File: src/rtl/seg_approx_adder.sv
// Segmented ripple-carry adder, one SEG-bit segment per cycle; optional carry-free OR low region.
// Latency NSEG (exact) or 1+NSEG-NA (approx) edges after accept; result held in DONE until out_ready.
module seg_approx_adder #(
    parameter int WIDTH       = 16,
    parameter int SEG         = 4,
    parameter int APPROX_BITS = 4
) (
    input  logic             clk,
    input  logic             rst_n,
    input  logic             in_valid,
    output logic             in_ready,
    input  logic [WIDTH-1:0] a,
    input  logic [WIDTH-1:0] b,
    input  logic             cin,
    input  logic             approx_en,
    output logic             out_valid,
    input  logic             out_ready,
    output logic [WIDTH-1:0] sum,
    output logic             cout,
    output logic             busy,
    output logic             gate_en
);

    localparam int NSEG   = WIDTH / SEG;
    localparam int NA     = APPROX_BITS / SEG;
    localparam int IDXW   = $clog2(NSEG + 1);
    localparam int AB_MSB = (APPROX_BITS > 0) ? APPROX_BITS - 1 : 0;
    localparam logic [WIDTH-1:0] AMASK =
        (APPROX_BITS == 0) ? '0 : ({WIDTH{1'b1}} >> (WIDTH - APPROX_BITS));

    typedef enum logic [1:0] {
        IDLE = 2'd0,
        CALC = 2'd1,
        DONE = 2'd2
    } state_t;

    state_t          state_q, state_d;
    logic [WIDTH-1:0] a_q, a_d;
    logic [WIDTH-1:0] b_q, b_d;
    logic [WIDTH-1:0] sum_q, sum_d;
    logic            carry_q, carry_d;
    logic            approx_q, approx_d;
    logic            cout_q, cout_d;
    logic [IDXW-1:0] idx_q, idx_d;

    logic [SEG-1:0]  seg_a;
    logic [SEG-1:0]  seg_b;
    logic [SEG-1:0]  seg_s;
    logic            seg_c;
    logic            approx_carry;

    // Select the active segment of each operand by index.
    always_comb begin
        seg_a = '0;
        seg_b = '0;
        for (int k = 0; k < NSEG; k++) begin
            if (idx_q == IDXW'(k)) begin
                seg_a = a_q[k*SEG +: SEG];
                seg_b = b_q[k*SEG +: SEG];
            end
        end
        {seg_c, seg_s} = {1'b0, seg_a} + {1'b0, seg_b} + {{SEG{1'b0}}, carry_q};
    end

    assign approx_carry = a_q[AB_MSB] & b_q[AB_MSB];

    always_comb begin
        state_d  = state_q;
        a_d      = a_q;
        b_d      = b_q;
        sum_d    = sum_q;
        carry_d  = carry_q;
        approx_d = approx_q;
        cout_d   = cout_q;
        idx_d    = idx_q;

        case (state_q)
            IDLE: begin
                if (in_valid) begin
                    a_d      = a;
                    b_d      = b;
                    carry_d  = cin;
                    approx_d = approx_en && (NA != 0);
                    sum_d    = '0;
                    cout_d   = 1'b0;
                    idx_d    = '0;
                    state_d  = CALC;
                end
            end
            CALC: begin
                if (approx_q && (idx_q == '0)) begin
                    // Whole approximate region in one shot; the carry into the
                    // exact part is a generate from the region's top bit only.
                    sum_d   = (a_q | b_q) & AMASK;
                    carry_d = approx_carry;
                    idx_d   = IDXW'(NA);
                    if (NA == NSEG) begin
                        cout_d  = approx_carry;
                        state_d = DONE;
                    end
                end else begin
                    for (int k = 0; k < NSEG; k++) begin
                        if (idx_q == IDXW'(k)) begin
                            sum_d[k*SEG +: SEG] = seg_s;
                        end
                    end
                    carry_d = seg_c;
                    idx_d   = idx_q + 1'b1;
                    if (idx_q == IDXW'(NSEG - 1)) begin
                        cout_d  = seg_c;
                        state_d = DONE;
                    end
                end
            end
            DONE: begin
                if (out_ready) begin
                    state_d = IDLE;
                end
            end
            default: begin
                state_d = IDLE;
            end
        endcase
    end

    always_ff @(posedge clk or negedge rst_n) begin
        if (!rst_n) begin
            state_q  <= IDLE;
            a_q      <= '0;
            b_q      <= '0;
            sum_q    <= '0;
            carry_q  <= 1'b0;
            approx_q <= 1'b0;
            cout_q   <= 1'b0;
            idx_q    <= '0;
        end else begin
            state_q  <= state_d;
            a_q      <= a_d;
            b_q      <= b_d;
            sum_q    <= sum_d;
            carry_q  <= carry_d;
            approx_q <= approx_d;
            cout_q   <= cout_d;
            idx_q    <= idx_d;
        end
    end

    assign in_ready  = (state_q == IDLE);
    assign out_valid = (state_q == DONE);
    assign busy      = (state_q != IDLE);
    assign gate_en   = (state_q == CALC);
    assign sum       = sum_q;
    assign cout      = cout_q;

endmodule

File: config.mk
export PLATFORM = sky130hd
export DESIGN_NAME = seg_approx_adder
export DESIGN_NICKNAME = d
export VERILOG_FILES = /design/src/rtl/seg_approx_adder.sv
export SDC_FILE = /design/constraint.sdc
export NUM_CORES = 1
export LEC_CHECK = 0
export ABC_AREA = 1
export BUFFER_PORTS_ARGS = -buffer_cell sky130_fd_sc_hd__buf_2
export CAP_MARGIN = 20
export CORE_ASPECT_RATIO = 1.1
export CORE_UTILIZATION = 49
export CTS_CLUSTER_DIAMETER = 40
export DETAILED_ROUTE_END_ITERATION = 6
export GPL_TIMING_DRIVEN = 1
export PLACE_DENSITY = 0.86
export SLEW_MARGIN = 20
export SYNTH_ARGS = -nofsm -noshare
export SYNTH_HDL_FRONTEND = slang
export SYNTH_SLANG_ARGS = --single-unit
File: constraint.sdc
create_clock -name clk -period 2.7 [get_ports clk]
set_input_delay 0.675 -clock clk [delete_from_list [all_inputs] [get_ports clk]]
set_output_delay 0.675 -clock clk [all_outputs]
set_load 0.01 [all_outputs]
; Word-level counts from Yosys, hierarchy flattened
; Cells that the tools add are included.
[op_classes]
n_bitwise = 2
n_eq_ne = 13
add_sub_neg = 3
n_reduce_logical = 13
muxes = 30
[op_table]
columns = op, count
row1 = $mux 4, 12
row2 = $mux 16, 2
row3 = $pmux 16 s2, 1
row4 = $ne 3x1->1 const B, 4
row5 = $reduce_and 3->1, 4
row6 = $mux 2, 4
row7 = $reduce_and 4->1, 2
row8 = $eq 3x2->1 const B, 2
row9 = $mux 3, 2
row10 = $pmux 2 s3, 1
row11 = $pmux 3 s2, 1
row12 = $add 4x4->5, 1
row13 = $add 5x1->5, 1
row14 = $mux 1, 5
row15 = $ne 2x1->1 const B, 2
row16 = $ne 2x2->1 const B, 2
row17 = $or 4x4->4, 1
row18 = $pmux 1 s2, 2
row19 = $reduce_and 2->1, 2
row20 = $reduce_bool 2->1, 2
row21 = $add 3x1->3 const B, 1
row22 = $eq 3x1->1 const B, 1
row23 = $logic_not 3->1, 1
row24 = $eq 2x1->1 const B, 1
row25 = other kinds (4), 4
[word_totals]
input_bits = 38
ff_bits = 56
word_cells = 72

; Longest topological paths before layout
[logic_depth]
word_depth = 10
ltp_mapped = 15
ltp_nobuf = 15

; Worst setup path before layout
; OpenSTA, ideal clock, no wires.
[synth_timing]
path_type = reg-to-reg
start = register idx_q[0]
end = register sum_q[6] (netlist: sum[6])
setup_ns = 0.074
t_arrival_ns = 2.791
setup_slack_ns = -0.165
required_time_ns = 2.626
period_less_slack_ns = 2.865
path_stages_with_launch = 14
path_cell_list = dfrtp_1 ha_1 ha_1 buf_2 inv_1 clkbuf_1 o21ai_0 inv_1 a22oi_1 fa_1 fa_1 xor2_1 or2_4 o21ai_2
[synth_between]
elab_chain_len = 10
word_cells_on_any_way = 20
cone_classes = 2 x add/sub / 4 x eq/ne / 11 x mux / 3 x reduce/logical
[synth_rtl]
columns = item, line
row1 = "start, declared", 44  ; logic [IDXW-1:0] idx_q, idx_d;
row2 = "start signal, assigned", 144  ; idx_q <= idx_d;
row3 = $logic_not 3->1, "57, 91"
row4 = $mux 4 (4 in a row), 57  ; if (idx_q == IDXW'(k)) begin
row5 = $add 4x4->5, 62  ; {seg_c, seg_s} = {1'b0, seg_a} + {1'b0, seg_b} + {{SEG{1'b0}}, carry_q};
row6 = $add 5x1->5, 62
row7 = $mux 4, 103  ; if (idx_q == IDXW'(k)) begin
row8 = $mux 16, 91  ; if (approx_q && (idx_q == '0)) begin
row9 = $pmux 16 s2, 77  ; case (state_q)
row10 = "end signal, assigned", 140  ; sum_q <= sum_d;
row11 = "end, declared", 40  ; logic [WIDTH-1:0] sum_q, sum_d;
; Parallel ways exist; a longest one is shown, timed or not. The select of a mux whose other input is x is not followed.
; A chain may end at the register's enable or synchronous reset.

; Worst setup path in the final report
[layout_timing]
start = register idx_q[1]
end = register sum_q[14] (netlist: sum[14])
; The elaborated chain is that of the path after synthesis.

==> reports/qor.csv <==
metric;value;unit
maxcap violations;0;
Site Rows;28;
ANT cells;0;
hold_buf cts;0;
cell taking the most area after synthesis;dfrtp_1;
post-synthesis sequential area ratio;49.3;%
CORE AREA;5500;µm²
mapped cell area;2840;µm²
pre-CTS setup slack;0.0318;ns
setup skew after layout;0.00569;ns
Setup Viol. Count Final;0;
post-synthesis register bit count;56;
Tmin final;2.68;ns
fin area;3440;µm²
Fin. Hold Viols;0;
vias in the first global route;2221;
Ys Warns;0;
DR WL/cell;12.5;µm
DRC Markers;0;
die area;6110;µm²
clock slew at reported path FFs;0.09;ns
Placed Area;3260;µm²
synth unique cells;31;
Synth Instances;352;
DPL Wire Length;4.63;mm
first-pass GRT wire length;10.0;mm
fin worst setup slack;0.0233;ns
worst hold margin;0.386;ns
clock buffer depth;2;
Slew @ Worst Pin;0.983;ns
CTS tree;yes;
CTS sink count;56;
RSZ-0062 raised after global routing;yes;
Worst slew margin;34.3;%
antenna-violating nets left;0;
vias;2441;
final slew viol count;0;
die width;74.6;µm
CP Class;register to register;
r2r setup slk;0.02;ns
crit-path max FO;4;
share of Yosys cell area claimed by the top area cell type;49.3;%
layout cell share with drive strength beyond 1;27.5;%
CTS buffer count;5;
flip-flop and latch area;1400;µm²
total track usage;22.0;%
Initial Util;51.7;%
Post-Route WL;6.22;mm
Avg Synthesized Cell Area;8.07;µm²
Worst Path Arrival;2.91;ns
largest net degree at the start of global routing;38;
Power per Cell Area;1350;nW/µm²
synth top area cells;dfrtp_1 49%, nand2_1 21%, ha_1 3.5%;
Area Growth Syn to Fin;21.0;%
maximum clock rate;374;MHz
CTS H-tree depth;2;
number of port buffers;58;
synthesized net count;400;
GP Congestion;0.921;
initial antenna violation count;0;
GR Overflow Total;0;
final worst-path cycle share;99.1;%
Detailed Route Iter0 Violations;130;
Leakage;1.88;nW
Worst setup SP type;register;
CTS Root Cell;clkbuf_8;
vias per cell;4.91;
outcome;finished clean;
peak supply drop;612;µV
Worst-Skew Late Latency;0.31;ns
area of the multi-input gates;1330;µm²
die height;81.9;µm
io pins;59;
CP Capture Type;register;
fin nets;469;
Fillers;473;
drt pass-1 iters;5;
HP Class;input pin to async pin;
WP data required;2.94;ns
[report_power, final]
group          internal (mW)  leakage [nW]  switching [mW]  total, mW
combinational           1.08          1.14            1.63       2.72
sequential              1.23         0.704           0.251       1.48
clock                  0.186        0.0424           0.257      0.443
[synth_stat cells, drive strengths merged]
| master | instances |
|---|---|
| nand2 | 163 |
| dfrtp | 56 |
| o21ai | 29 |
| inv | 28 |
| nor2 | 20 |
| nand3 | 17 |
| buf | 9 |
| ha | 8 |
| or2 | 6 |
| a21oi | 5 |
| fa | 2 |
| nor3 | 2 |
| a21o | 1 |
| a22oi | 1 |
| clkbuf | 1 |
| o21bai | 1 |
| o22ai | 1 |
| o32ai | 1 |
| xor2 | 1 |
[cells in the final DEF (no fill, tap or decap), drive strengths merged]
cell type and instances:
a21o 1, nor3 2, ha 8, clkinv 1, o22ai 1, nor2 20
clkbuf 7, nand2 163, dfrtp 56, or2 6, a22oi 1, inv 28
fa 2, o21ai 29, xor2 1, o32ai 1, nand3 17, a21oi 5
o21bai 1, buf 72
[per-stage QoR]
stage,utilization [%],TNS [ns],total power [mW],cells
global route,62.5,-0.315,5.10,497
floorplan,-,0,3.31,352
finish,62.5,0,4.64,497
detailed placement,59.2,0,4.00,485
global placement,59.2,0,3.92,485
CTS,60.7,0,4.46,493
[registers in the layout, indices dropped and copies added (netlist names)]
signal	cells
approx_q	1
carry_q	1
sum	16
a_q	16
idx_q	3
cout	1
b_q	16
state_q	2
[timing repair]
item / in CTS / in global routing
setup buffers: 0 / 4
resized for setup: 0 / 24
endpoints found under the setup margin: 0 / 13
[final timing paths]
| check | cells past startpoint | end | startpoint |
|---|---|---|---|
| worst max-delay path | 11 | sum[14]$_DFFE_PN0P_ | idx_q[1]$_DFFE_PN0P_ |
| worst min-delay path | 1 | sum[9]$_DFFE_PN0P_ | rst_n |
| worst max register to register | 11 | sum[14]$_DFFE_PN0P_ | idx_q[1]$_DFFE_PN0P_ |
| worst min register to register | 2 | b_q[14]$_DFFE_PN0P_ | b_q[14]$_DFFE_PN0P_ |
| max in group asynchronous | 2 | idx_q[0]$_DFFE_PN0P_ | rst_n |
| min in group clk | 2 | b_q[14]$_DFFE_PN0P_ | b_q[14]$_DFFE_PN0P_ |
[layer usage]
metal	vias to the layer above	routed length, µm	global-route usage (%)
met3	8	275	3.56
met1	1125	2730	27.6
li1	1234	-	-
met4	0	79	6.42
met5	-	0	0
met2	74	3130	38.8
[cell type report]
class | count | share of cell area [%]
Clock inverter | 1 | 0.255
Sequential cell | 56 | 40.8
Timing Repair Buffer | 72 | 12.1
Tap cell | 75 | 2.73
Multi-Input combinational cell | 258 | 38.7
Inverter | 28 | 3.27
Clock buffer | 7 | 2.22
[critical path, stage by stage, from the launching register on]
cell      delay [ns]
dfrtp_1         0.40
buf_4           0.14
ha_1            0.17
ha_1            0.21
inv_2           0.09
nor2_1          0.04
o21bai_2        0.20
fa_2            0.41
fa_2            0.39
xor2_2          0.16
or2_4           0.27
o21ai_2         0.11
[cell families (layout without fill, tap and decap cells)]
logic type | count (synthesis) | in the layout | synth area share (%)
flip-flops | 56 | 56 | 49.3
XOR/XNOR | 1 | 1 | 0.308
buffers and inverters | 38 | 108 | 6.08
AND/OR/NAND/NOR | 208 | 208 | 30.7
adder cells (fa/ha/maj) | 10 | 10 | 4.93
AO/OA/AOI/OAI | 39 | 39 | 8.63
No activity file was read; power rests on OpenSTA's default activity.
